## src/rtl/uart_tx_arbiter_if.sv

```systemverilog
// Requester and transmitter handshake bundle for uart_tx_arbiter.
// slave = arbiter view; master = the requesters plus the transmit-data block.
interface uart_tx_arbiter_if #(
    parameter int N_REQ = 4
);
    logic [N_REQ-1:0]   req;
    logic [8*N_REQ-1:0] req_data;
    logic [N_REQ-1:0]   req_last;
    logic [N_REQ-1:0]   req_ack;
    logic [N_REQ-1:0]   grant;
    logic               txdStart;
    logic [7:0]         data;
    logic               txdBusy;

    modport slave (
        input  req, req_data, req_last, txdBusy,
        output req_ack, grant, txdStart, data
    );

    modport master (
        output req, req_data, req_last, txdBusy,
        input  req_ack, grant, txdStart, data
    );
endinterface

```

## src/rtl/uart_tx_arbiter.sv

```systemverilog
// Round-robin, message-locking arbiter sharing one byte-serial UART transmitter.
// Define UART_TX_GAP_EN to add GAP_CYCLES of idle spacing between bytes.
module uart_tx_arbiter #(
    parameter int N_REQ        = 4,
    parameter int BUSY_TIMEOUT = 16,
    parameter int GAP_CYCLES   = 4
) (
    input  logic             clk,
    input  logic             reset,
    uart_tx_arbiter_if.slave bus,
    output logic             busy,
    output logic             timeout_err
);

    localparam int IDX_W = $clog2(N_REQ);
    localparam int TMR_W = $clog2(BUSY_TIMEOUT + 1);

    if (N_REQ < 2 || N_REQ > 8 || BUSY_TIMEOUT < 2 || GAP_CYCLES < 1) begin : g_bad_params
        $error("uart_tx_arbiter: parameter out of range");
    end

    typedef enum logic [2:0] {
        S_IDLE,
        S_LOAD,
        S_START,
        S_WAIT_HI,
        S_WAIT_LO,
        S_END
`ifdef UART_TX_GAP_EN
        , S_GAP
`endif
    } state_t;

    state_t             state_q, state_d;
    logic [IDX_W-1:0]   ptr_q, ptr_d;
    logic [IDX_W-1:0]   winner_q, winner_d;
    logic [N_REQ-1:0]   grant_q, grant_d;
    logic [N_REQ-1:0]   req_ack_q, req_ack_d;
    logic [7:0]         data_q, data_d;
    logic               last_q, last_d;
    logic               txd_start_q, txd_start_d;
    logic [TMR_W-1:0]   timer_q, timer_d;
    logic               timeout_err_q, timeout_err_d;
    logic               busy_q, busy_d;
    logic               msg_done;

`ifdef UART_TX_GAP_EN
    localparam int GAP_W = $clog2(GAP_CYCLES + 1);
    logic [GAP_W-1:0]   gap_cnt_q, gap_cnt_d;
    logic               gap_idle_q, gap_idle_d;
`endif

    // First requester with req set, searching upward from ptr+1 with wrap-around.
    function automatic logic [IDX_W-1:0] rr_pick(input logic [N_REQ-1:0] r,
                                                 input logic [IDX_W-1:0] p);
        logic [IDX_W-1:0] pick;
        logic             found;
        int               idx;
        pick  = '0;
        found = 1'b0;
        for (int k = 1; k <= N_REQ; k++) begin
            idx = (int'(p) + k) % N_REQ;
            if (!found && r[idx]) begin
                pick  = IDX_W'(idx);
                found = 1'b1;
            end
        end
        return pick;
    endfunction

    // An abandoned message (req dropped) ends exactly like one that sent its last byte.
    assign msg_done = last_q || !bus.req[winner_q];

    always_comb begin
        // NOTE: every _d gets its hold value first so no branch can infer a latch.
        state_d       = state_q;
        ptr_d         = ptr_q;
        winner_d      = winner_q;
        grant_d       = grant_q;
        data_d        = data_q;
        last_d        = last_q;
        timer_d       = timer_q;
        timeout_err_d = timeout_err_q;
        txd_start_d   = 1'b0;
        req_ack_d     = '0;
`ifdef UART_TX_GAP_EN
        gap_cnt_d     = gap_cnt_q;
        gap_idle_d    = gap_idle_q;
`endif

        case (state_q)
            S_IDLE: begin
                if (|bus.req) begin
                    winner_d = rr_pick(bus.req, ptr_q);
                    grant_d  = N_REQ'(1) << rr_pick(bus.req, ptr_q);
                    state_d  = S_LOAD;
                end
            end
            S_LOAD: begin
                if (!bus.req[winner_q]) begin
                    ptr_d   = winner_q;
                    grant_d = '0;
                    state_d = S_IDLE;
                end else if (!bus.txdBusy) begin
                    data_d      = bus.req_data[8*winner_q +: 8];
                    last_d      = bus.req_last[winner_q];
                    txd_start_d = 1'b1;
                    req_ack_d   = grant_q;
                    state_d     = S_START;
                end
            end
            S_START: begin
                // timer counts cycles since the start pulse; START itself is the first.
                timer_d = TMR_W'(1);
                state_d = S_WAIT_HI;
            end
            S_WAIT_HI: begin
                if (bus.txdBusy) begin
                    state_d = S_WAIT_LO;
                end else if (timer_q >= TMR_W'(BUSY_TIMEOUT - 1)) begin
                    timeout_err_d = 1'b1;
                    state_d       = S_END;
                end else begin
                    timer_d = timer_q + 1'b1;
                end
            end
            S_WAIT_LO: begin
                if (!bus.txdBusy) state_d = S_END;
            end
            S_END: begin
                if (msg_done) begin
                    ptr_d   = winner_q;
                    grant_d = '0;
                    state_d = S_IDLE;
                end else begin
                    state_d = S_LOAD;
                end
`ifdef UART_TX_GAP_EN
                // END is the first idle cycle of the gap; GAP supplies the rest.
                if (GAP_CYCLES > 1) begin
                    gap_idle_d = msg_done;
                    gap_cnt_d  = GAP_W'(1);
                    state_d    = S_GAP;
                end
`endif
            end
`ifdef UART_TX_GAP_EN
            S_GAP: begin
                if (gap_cnt_q >= GAP_W'(GAP_CYCLES - 1)) begin
                    state_d = gap_idle_q ? S_IDLE : S_LOAD;
                end else begin
                    gap_cnt_d = gap_cnt_q + 1'b1;
                end
            end
`endif
            default: begin
                grant_d = '0;
                state_d = S_IDLE;
            end
        endcase

        busy_d = (state_d != S_IDLE);
    end

    always_ff @(posedge clk or posedge reset) begin
        if (reset) begin
            state_q       <= S_IDLE;
            ptr_q         <= IDX_W'(N_REQ - 1);
            winner_q      <= '0;
            grant_q       <= '0;
            req_ack_q     <= '0;
            data_q        <= '0;
            last_q        <= 1'b0;
            txd_start_q   <= 1'b0;
            timer_q       <= '0;
            timeout_err_q <= 1'b0;
            busy_q        <= 1'b0;
`ifdef UART_TX_GAP_EN
            gap_cnt_q     <= '0;
            gap_idle_q    <= 1'b0;
`endif
        end else begin
            // NOTE: non-blocking so every flop samples the pre-edge value of the others.
            state_q       <= state_d;
            ptr_q         <= ptr_d;
            winner_q      <= winner_d;
            grant_q       <= grant_d;
            req_ack_q     <= req_ack_d;
            data_q        <= data_d;
            last_q        <= last_d;
            txd_start_q   <= txd_start_d;
            timer_q       <= timer_d;
            timeout_err_q <= timeout_err_d;
            busy_q        <= busy_d;
`ifdef UART_TX_GAP_EN
            gap_cnt_q     <= gap_cnt_d;
            gap_idle_q    <= gap_idle_d;
`endif
        end
    end

    assign bus.grant    = grant_q;
    assign bus.req_ack  = req_ack_q;
    assign bus.txdStart = txd_start_q;
    assign bus.data     = data_q;
    assign busy         = busy_q;
    assign timeout_err  = timeout_err_q;

endmodule

```

## src/flat_wrapper.sv

```systemverilog
// flat-port wrapper written by rule: the top's interface ports become plain ports
module uart_tx_arbiter_flat 
#(
    parameter int N_REQ        = 4,
    parameter int BUSY_TIMEOUT = 16,
    parameter int GAP_CYCLES   = 4
)
  (clk, reset, busy, timeout_err, bus_req, bus_req_data, bus_req_last, bus_txdBusy, bus_req_ack, bus_grant, bus_txdStart, bus_data);
  uart_tx_arbiter_if #(.N_REQ(N_REQ)) bus_i ();
  input  logic clk;
  input  logic reset;
  output logic busy;
  output logic timeout_err;
  input wire logic [$bits(bus_i.req)-1:0] bus_req;
  input wire logic [$bits(bus_i.req_data)-1:0] bus_req_data;
  input wire logic [$bits(bus_i.req_last)-1:0] bus_req_last;
  input wire logic [$bits(bus_i.txdBusy)-1:0] bus_txdBusy;
  output wire logic [$bits(bus_i.req_ack)-1:0] bus_req_ack;
  output wire logic [$bits(bus_i.grant)-1:0] bus_grant;
  output wire logic [$bits(bus_i.txdStart)-1:0] bus_txdStart;
  output wire logic [$bits(bus_i.data)-1:0] bus_data;
  assign bus_i.req = bus_req;
  assign bus_i.req_data = bus_req_data;
  assign bus_i.req_last = bus_req_last;
  assign bus_i.txdBusy = bus_txdBusy;
  assign bus_req_ack = bus_i.req_ack;
  assign bus_grant = bus_i.grant;
  assign bus_txdStart = bus_i.txdStart;
  assign bus_data = bus_i.data;
  uart_tx_arbiter #(.N_REQ(N_REQ), .BUSY_TIMEOUT(BUSY_TIMEOUT), .GAP_CYCLES(GAP_CYCLES)) u_core (.clk(clk), .reset(reset), .bus(bus_i), .busy(busy), .timeout_err(timeout_err));
endmodule
```

## config.mk

```make
export PLATFORM = sky130hd
export DESIGN_NAME = uart_tx_arbiter_flat
export DESIGN_NICKNAME = d
export VERILOG_FILES = /design/src/rtl/uart_tx_arbiter_if.sv /design/src/rtl/uart_tx_arbiter.sv /design/src/flat_wrapper.sv
export SDC_FILE = /design/constraint.sdc
export NUM_CORES = 1
export LEC_CHECK = 0
export ABC_AREA = 1
export CAP_MARGIN = 20
export CELL_PAD_IN_SITES_DETAIL_PLACEMENT = 1
export CELL_PAD_IN_SITES_GLOBAL_PLACEMENT = 2
export CORE_UTILIZATION = 29
export CTS_BUF_LIST = sky130_fd_sc_hd__clkbuf_4
export DETAILED_ROUTE_END_ITERATION = 7
export PLACE_DENSITY_LB_ADDON = 0.1
export RECOVER_POWER = 50
export SLEW_MARGIN = 20
export SYNTH_ARGS = -nofsm -noshare
export SYNTH_HDL_FRONTEND = slang
export SYNTH_SLANG_ARGS = --single-unit
```

## constraint.sdc

```tcl
create_clock -name clk -period 2.7 [get_ports clk]
set_input_delay 0.405 -clock clk [delete_from_list [all_inputs] [get_ports clk]]
set_output_delay 0.405 -clock clk [all_outputs]
set_load 0.05 [all_outputs]
```

# [After elaboration in Yosys (flattened, before gate mapping)]
# Cells that the tools add are included.
[word_totals] ff_bits=32 out_inout_bits=19 input_bits=43 elab_cells=119
[classes] eq_ne=10 magnitude_cmp=6 add_sub_neg=5 n_bitwise=6 mux=55 reduce_logical=24 n_shift=2
[op_table] operator="$shiftx 32x6->8" n=1
[op_table] operator="$mux 4" n=6
[op_table] operator="$mux 1" n=23
[op_table] operator="$mux 3" n=6
[op_table] operator="$pmux 3 s6" n=1
[op_table] operator="$lt 3x4->1 const B" n=4
[op_table] operator="$mux 2" n=8
[op_table] operator="$pmux 4 s4" n=1
[op_table] operator="$bmux 1 s2" n=6
[op_table] operator="$reduce_and 3->1" n=4
[op_table] operator="$mux 5" n=2
[op_table] operator="$pmux 5 s2" n=1
[op_table] operator="$reduce_or 2->1" n=4
[op_table] operator="$eq 3x2->1 const B" n=2
[op_table] operator="$eq 3x3->1 const B" n=2
[op_table] operator="$ne 2x2->1 const B" n=3
[op_table] operator="$add 5x1->5 const B" n=1
[op_table] operator="$ge 5x4->1 const B" n=1
[op_table] operator="$add 2x1->2 const B" n=2
[op_table] operator="$add 2x2->2 const B" n=2
[op_table] operator="$and 1x1->1 const A" n=4
[op_table] operator="$logic_not 1->1" n=4
[op_table] operator="$ne 2x1->1 const B" n=2
[op_table] operator="$pmux 2 s2" n=1
[op_table] operator="other kinds (13)" n=17

# [Longest topological paths before layout]
# Gate-level depths: netlist (run 1).
[depth] word_depth=27 ltp_mapped=12 ltp_nobuf=11

# [Worst setup path after synthesis (run 1)]
# OpenSTA, ideal clock, no wires.
[synth_path] kind="flip-flop to flip-flop" startpoint="register u_core.timer_q[0]" endpoint="register u_core.timer_q[3]" slack_ns=1.157 stages_incl_launch_ff=12 period_less_slack_ns=1.543 setup_ns=0.071 arrival_time_ns=1.472 n_path_buf=0 required_time_ns=2.629 cell_sequence="dfrtp_1 > ha_1 > nand2_1 > nor2_1 > ha_1 > nor2_1 > nand2_1 > nand2_1 > inv_2 > nor2_1 > nor2_1 > nor2_1"
[synth_via] elab_chain_cells=4 word_cells_on_any_way=7 cone_classes="add/sub (1); order compare (1); eq/ne (1); mux (3); reduce/logical (1)"
[synth_lines] item="start: declaration" line_no="uart_tx_arbiter.sv:42" rtl="logic [TMR_W-1:0] timer_q, timer_d;"
[synth_lines] item="start signal: assignment" line_no="uart_tx_arbiter.sv:192" rtl="timer_q <= timer_d;"
[synth_lines] item="$add 5x1->5" line_no="uart_tx_arbiter.sv:124" rtl="timer_d = timer_q + 1'b1;"
[synth_lines] item="$mux 5" line_no="uart_tx_arbiter.sv:120" rtl="end else if (timer_q >= TMR_W'(BUSY_TIMEOUT - 1)) begin"
[synth_lines] item="$mux 5" line_no="uart_tx_arbiter.sv:118" rtl="if (bus.txdBusy) begin"
[synth_lines] item="$pmux 5 s2" line_no="uart_tx_arbiter.sv:91" rtl="case (state_q)"
# Several ways; a longest one is shown, not always the timed one. The select of a mux whose other input is x is not followed.
# A chain may end at the register's enable or synchronous reset.

# [Worst setup path in the final report (run 1)]
[layout_path] startpoint="register u_core.winner_q[1]" endpoint="register u_core.data_q[5], in the netlist u_core.bus.data[5]"
[layout_via] elab_chain_cells=3 word_cells_on_any_way=4 cone_classes="shift (1); mux (2); reduce/logical (1)"
[layout_lines] item="start: declaration" line_no="uart_tx_arbiter.sv:36" rtl="logic [IDX_W-1:0] winner_q, winner_d;"
[layout_lines] item="start signal: assignment" line_no="uart_tx_arbiter.sv:186" rtl="winner_q <= winner_d;"
[layout_lines] item="parallel branches: the longest is 3 deep, another holds $shiftx 32x6->8"
[layout_lines] item="end signal: assignment" line_no="uart_tx_arbiter.sv:189" rtl="data_q <= data_d;"
[layout_lines] item="end: declaration" line_no="uart_tx_arbiter.sv:39" rtl="logic [7:0] data_q, data_d;"
# Parallel ways; which one is timed is not known. The select of a mux whose other input is x is not followed.

==> results of run 1 <==
layout make-up:
cell class | instances | area, um2 | area share
multi-input cells | 197 | 1054 | 0.3791
flip-flops and latches | 32 | 803.3 | 0.2891
repair buffers | 63 | 625.6 | 0.2251
inverters | 33 | 131.4 | 0.04728
well taps | 96 | 120.1 | 0.04322
clock buffers | 5 | 37.54 | 0.01351
clock inverters | 2 | 7.507 | 0.002701
flip-flops by register name (all words and copies together) (netlist names):
name and cells:
u_core.bus.req_ack 4, u_core.timer_q 5, u_core.ptr_q 2, u_core.state_q 3
u_core.timeout_err 1, u_core.last_q 1, u_core.bus.grant 4, u_core.winner_q 2
u_core.busy 1, u_core.bus.data 8, u_core.bus.txdStart 1
report_power, final:
part           switching (W)  leakage (nW)  internal [W]
Clock               0.000153        0.0261     0.0000907
Sequential          0.000206         0.392      0.000658
Combinational        0.00122         0.836      0.000664
Total                0.00158          1.25       0.00141
metrics by stage:
stage               cell area (um2)  setup slack (ns)    util  total power [W]  cells
floorplan                      2041             1.157       -         0.002284    269
global placement               2741            0.6316  0.4035         0.002779    421
detailed placement             2741            0.5957  0.4035         0.002807    421
CTS                            2786            0.7390  0.4101         0.003063    428
global route                   2779            0.3111  0.4090         0.003270    428
finish                         2779            0.5568  0.4090         0.002992    428
worst reg2reg max path, stage by stage (launching register included):
cell and delay (ns):
dfrtp_1 0.65, inv_1 0.32, o211ai_1 0.18, nand2_1 0.13
nand2_1 0.12, inv_2 0.03, nand2_1 0.22, inv_4 0.17
nor2_1 0.15, a31oi_2 0.04
synth_stat cells (all sizes together) (3+ instances only):
master | count | share of area
nor3 | 3 | 0.0098
o211ai | 3 | 0.011
a31oi | 8 | 0.049
nand4 | 6 | 0.018
a21oi | 5 | 0.012
inv | 33 | 0.064
buf | 5 | 0.018
nand3 | 10 | 0.029
nand2 | 62 | 0.15
nor2 | 63 | 0.13
o21ai | 29 | 0.075
dfrtp | 30 | 0.37
layer usage:
| layer | up-vias | share of wire |
|---|---|---|
| met5 | - | 0 |
| li1 | 988 | - |
| met2 | 43 | 0.45 |
| met4 | 0 | 0.013 |
| met3 | 6 | 0.045 |
| met1 | 896 | 0.49 |
worst min-delay path by stage:
stage          slack (ns)                        endpoint                            from  depth (start not counted)
4_1_cts              0.46  u_core.bus.data[4]$_DFFE_PP0P_                           reset                          3
2_1_floorplan        0.47   u_core.timer_q[3]$_DFFE_PP0P_   u_core.timer_q[3]$_DFFE_PP0P_                          2
3_5_place_dp         0.46  u_core.timeout_err$_DFFE_PP0P_  u_core.timeout_err$_DFFE_PP0P_                          2
5_1_grt              0.51  u_core.timeout_err$_DFFE_PP0P_  u_core.timeout_err$_DFFE_PP0P_                          2
3_3_place_gp         0.45  u_core.timeout_err$_DFFE_PP0P_  u_core.timeout_err$_DFFE_PP0P_                          2
6_report             0.47  u_core.timeout_err$_DFFE_PP0P_  u_core.timeout_err$_DFFE_PP0P_                          2
kinds of logic (layout without fill, tap and decap cells):
kind of cell               count (synthesis)  after routing  synth area share
AOI/OAI and AO/OA                         51             51            0.1698
adders and majority gates                  2              2           0.01226
and+or+nand+nor                          144            144            0.3378
buffers and inverters                     40            103           0.08646
DFF                                       32             32            0.3936
==> impl_metrics.json, run 1 <==
{
  "timing.reg2reg.setup_slack_ns": 0.56,
  "dr_total_vias": 1933,
  "areaGrowthSynthToFinish_pct": 36.17,
  "arrival_ns": 2.35,
  "timing.hold.ws_ns": 0.4731,
  "synth_fp_nets": 314,
  "synth-main-ff-cell": "dfrtp_1",
  "postSynthCellCount": 269,
  "root_buffer": "clkbuf_4",
  "synth_edf_count": 0,
  "end_kind": "flop",
  "rsz0062_at_grt": "no",
  "final_cell_mix": "clkdlybuf4s50_1, nor2_1, nand2_1",
  "drive_gt1_frac": 0.1506,
  "hold_viol": 0,
  "slowest_delay_ns": 0.65,
  "power_density_mw_per_mm2": 1077,
  "grt_pass1_vias": 1931,
  "setup-tns-final_ns": 0,
  "numCtsBuffers": 5,
  "layout_commonest_cell": "clkdlybuf4s50_1",
  "grt.met3_usage": 0.03561,
  "n_fill_cell": 845,
  "cts_hold_buf": 0,
  "slew_headroom": 0.6489,
  "io_pins": 62,
  "firstDrtPassIters": 4,
  "clockBufferDepth": 2,
  "startpoint": "u_core.winner_q[1]$_DFFE_PP0P_",
  "ys_types": 31,
  "r2r-end": "u_core.bus.data[5]$_DFFE_PP0P_",
  "maxCapViolCount": 0,
  "start_util": 0.3004,
  "drtIter0Drc": 39,
  "clk_pin_slew_worst_paths_ns": 0.09,
  "gr-max-usage-layer": "met2",
  "dp_hpwl_um": 4241,
  "critPathBufInv": 3,
  "die_h_um": 85.89,
  "totalWireLength_um": 5377,
  "cts_max_level": 2,
  "cts_tree": "built",
  "leakage_nw": 1.254,
  "via_per_inst": 4.516,
  "required_ns": 2.90,
  "fin_crit_sh": 0.7938,
  "cts_sinks": 32,
  "outcome": "completed",
  "peakVddDrop_mv": 0.3815,
  "use_met2": 0.2504,
  "worstMarginPinSlew_ns": 0.5251,
  "num_antenna_cells": 0,
  "rows": 30,
  "ant_nets": 0,
  "reg2reg_from": "u_core.winner_q[1]$_DFFE_PP0P_",
  "syn_avg_cell_area_um2": 7.586,
  "core_area_mm2": 0.006794,
  "cp_cell_sequence": "inv_1, o211ai_1, nand2_1, nand2_1, inv_2, nand2_1, inv_4, nor2_1, a31oi_2",
  "cp.depth": 9,
  "grt_max_degree": 33,
  "synth_warnings": 0,
  "hold_class": "flop to flop",
  "timing.fmax_ghz": 0.4666,
  "nNetsFinal": 377,
  "r2r_cells": 9,
  "drv_slew": 0,
  "use_met1": 0.2116,
  "wire_per_inst_um": 12.56,
  "gr-total-overflow": 0,
  "cts_resized": 0,
  "fp.dieArea_mm2": 0.007376,
  "synth-seq-cells": 32,
  "synth_area_mm2": 0.002041,
  "period_minus_slack_ns": 2.143,
  "critical_path.top_delay_family": "flip-flops",
  "io_buffer_count": 61,
  "place.gp.congestion": 0.7247,
  "ys_async_sr_fraction": 1.000,
  "postCtsSetupBuffers": 0,
  "seq_area_frac_synth": 0.3936,
  "grt_antenna_before_repair": 0,
  "finClkSkew_ns": 0.004710,
  "path_common_cell": "nand2_1",
  "grtUsageTotal": 0.1573,
  "setup_viol": 0,
  "path_class": "flop to flop",
  "die_w_um": 85.89,
  "slowest_stage": "dfrtp_1",
  "crit_path_start_kind": "flop",
  "clk_latency_ns": 0.33,
  "drc": 0,
  "grt_pass1_wl_um": 9183,
  "crit_end": "u_core.bus.data[5]$_DFFE_PP0P_",
  "worstPathMaxFanout": 19
}
Power figures use the tool's default switching activity.
==> inputs of run 2 (changes only) <==
--- a/config.mk
+++ b/config.mk
@@ -9,7 +9,7 @@
 export CAP_MARGIN = 20
 export CELL_PAD_IN_SITES_DETAIL_PLACEMENT = 1
 export CELL_PAD_IN_SITES_GLOBAL_PLACEMENT = 2
-export CORE_UTILIZATION = 29
+export CORE_UTILIZATION = 24
 export CTS_BUF_LIST = sky130_fd_sc_hd__clkbuf_4
 export DETAILED_ROUTE_END_ITERATION = 7
 export PLACE_DENSITY_LB_ADDON = 0.1
==> constraint.sdc (replaced) <==
create_clock -name clk -period 1.75 [get_ports clk]
set_input_delay 0.2625 -clock clk [delete_from_list [all_inputs] [get_ports clk]]
set_output_delay 0.2625 -clock clk [all_outputs]
set_load 0.05 [all_outputs]
==> impl_metrics.json, run 2 (synthesized netlist as in run 1, its figures left out) <==
{
  "totalWireLength_um": 6021,
  "slowest_delay_ns": 0.56,
  "wire_per_inst_um": 13.00,
  "leakage_nw": 1.389,
  "dp_hpwl_um": 4690,
  "slowest_stage": "dfstp_2",
  "numCtsBuffers": 5,
  "r2r-end": "u_core.winner_q[0]$_DFFE_PP0P_",
  "grt_max_degree": 33,
  "cts_sinks": 32,
  "start_util": 0.2484,
  "io_pins": 62,
  "nNetsFinal": 403,
  "finClkSkew_ns": 0.01144,
  "path_common_cell": "nand2_4",
  "peakVddDrop_mv": 0.6275,
  "via_per_inst": 4.354,
  "arrival_ns": 1.87,
  "final_cells": 463,
  "setup_viol": 0,
  "clk_pin_slew_worst_paths_ns": 0.11,
  "multiInputGateArea_mm2": 0.001126,
  "clk_latency_ns": 0.34,
  "firstDrtPassIters": 4,
  "largest_reg_flops": 8,
  "num_antenna_cells": 0,
  "drtIter0Drc": 24,
  "layout_commonest_cell": "nor2_1",
  "critical_path.top_delay_family": "simple AND/OR/NAND/NOR gates",
  "rows": 33,
  "seqCellArea_um2": 803.3,
  "cp_cell_sequence": "buf_12, inv_6, nand2_2, nand2_4, nand2_4, nand2_4, nor2_4, nand2_4, nand3_4, nand3_2, o21a_1",
  "fin_crit_sh": 0.9365,
  "ant_nets": 0,
  "crit_path_start_kind": "flop",
  "worstPathMaxFanout": 9,
  "end_kind": "flop",
  "outcome": "completed",
  "timing.reg2reg.setup_slack_ns": 0.11,
  "final_cell_mix": "nor2_1, clkdlybuf4s50_1, nand2_1",
  "hold_class": "flop to flop",
  "clockBufferDepth": 2,
  "slew_headroom": 0.4444,
  "gr-total-overflow": 0,
  "die_w_um": 94.21,
  "path_class": "flop to flop",
  "timing.fmax_ghz": 0.6101,
  "hold_depth": 2,
  "place.gp.congestion": 0.7258,
  "period_minus_slack_ns": 1.639,
  "maxCapViolCount": 0,
  "grt_pass1_vias": 2025,
  "reg2reg_from": "u_core.ptr_q[0]$_DFFE_PP1P_",
  "power_density_mw_per_mm2": 1711,
  "min_to": "u_core.timeout_err$_DFFE_PP0P_",
  "die_h_um": 94.21,
  "p_total_w": 0.005118,
  "n_fill_cell": 1031,
  "cts_max_level": 2,
  "drc": 0,
  "grt_antenna_before_repair": 0,
  "core_area_mm2": 0.008217,
  "areaGrowthSynthToFinish_pct": 46.60,
  "required_ns": 1.98,
  "hold_viol": 0,
  "place_inst": 449,
  "drv_slew": 0,
  "min_from": "u_core.timeout_err$_DFFE_PP0P_",
  "worstMarginPinSlew_ns": 0.8335,
  "io_buffer_count": 61,
  "grt_pass1_wl_um": 9770,
  "setup-tns-final_ns": 0,
  "grtUsageTotal": 0.1428,
  "fp.dieArea_mm2": 0.008876,
  "critPathBufInv": 2,
  "drive_gt1_frac": 0.2821,
  "r2r_cells": 11,
  "cts_tree": "built",
  "cts_hold_buf": 0,
  "root_buffer": "clkbuf_4",
  "dr_total_vias": 2016
}
[run 2: what timing repair did]
item	4_1_cts	5_1_grt
endpoints found under the setup margin	4	13
gates resized for setup	1	16
setup buffers	0	7
pin swaps	0	3
[run 2: report_power, final]
part / switching (W) / internal [W] / total [W]
combinational: 0.00216 / 0.00131 / 0.00347
sequential: 0.000227 / 0.00102 / 0.00125
clock: 0.000265 / 0.000140 / 0.000405
[run 2: stage by stage]
stage	utilization	worst slack [ns]	area, um2	hold WS (ns)
2_1_floorplan	-	0.2066	2041	0.3772
3_3_place_gp	0.3481	-0.04793	2860	0.4495
3_5_place_dp	0.3481	-0.09986	2860	0.4594
4_1_cts	0.3539	0.005514	2908	0.2709
5_1_grt	0.3641	-0.007521	2992	0.5144
6_report	0.3641	0.1110	2992	0.4762
[run 2: worst min-delay path: stages (launching register included)]
cell	delay, ns
dfrtp_1	0.36
inv_1	0.04
nand2_1	0.05
[run 2: metal layers]
layer  wire length (um)  share of wire  up-vias  global-route usage
met5                  0              0        -                   0
met4                 82          0.014        0             0.04615
met3                174          0.029        5             0.02913
met2               2900           0.48       34              0.2301
met1               2864           0.48      930              0.1891
li1                   -              -     1047                   -
[run 2: final cells by class]
class,instances,share of cell area
Clock inverter,2,0.002509
Tap cell,105,0.04391
Inverter,33,0.04391
Clock buffer,5,0.01255
Sequential cell,32,0.2685
Timing Repair Buffer,89,0.2522
Multi-Input combinational cell,197,0.3764
[run 2: worst max path at each step]
stage / startpoint / endpoint / slack [ns] / cells past startpoint
after global placement: bus_req[3] / u_core.bus.data[4]$_DFFE_PP0P_ / -0.05 / 11
final: u_core.ptr_q[0]$_DFFE_PP1P_ / u_core.winner_q[0]$_DFFE_PP0P_ / 0.11 / 11
after detailed placement: bus_req[3] / u_core.bus.data[0]$_DFFE_PP0P_ / -0.1 / 11
after floorplan: u_core.timer_q[0]$_DFFE_PP0P_ / u_core.timer_q[3]$_DFFE_PP0P_ / 0.21 / 11
after global routing: u_core.ptr_q[0]$_DFFE_PP1P_ / u_core.bus.grant[3]$_DFFE_PP0P_ / -0.008 / 10
after CTS: u_core.timer_q[0]$_DFFE_PP0P_ / u_core.timer_q[3]$_DFFE_PP0P_ / 0.006 / 11
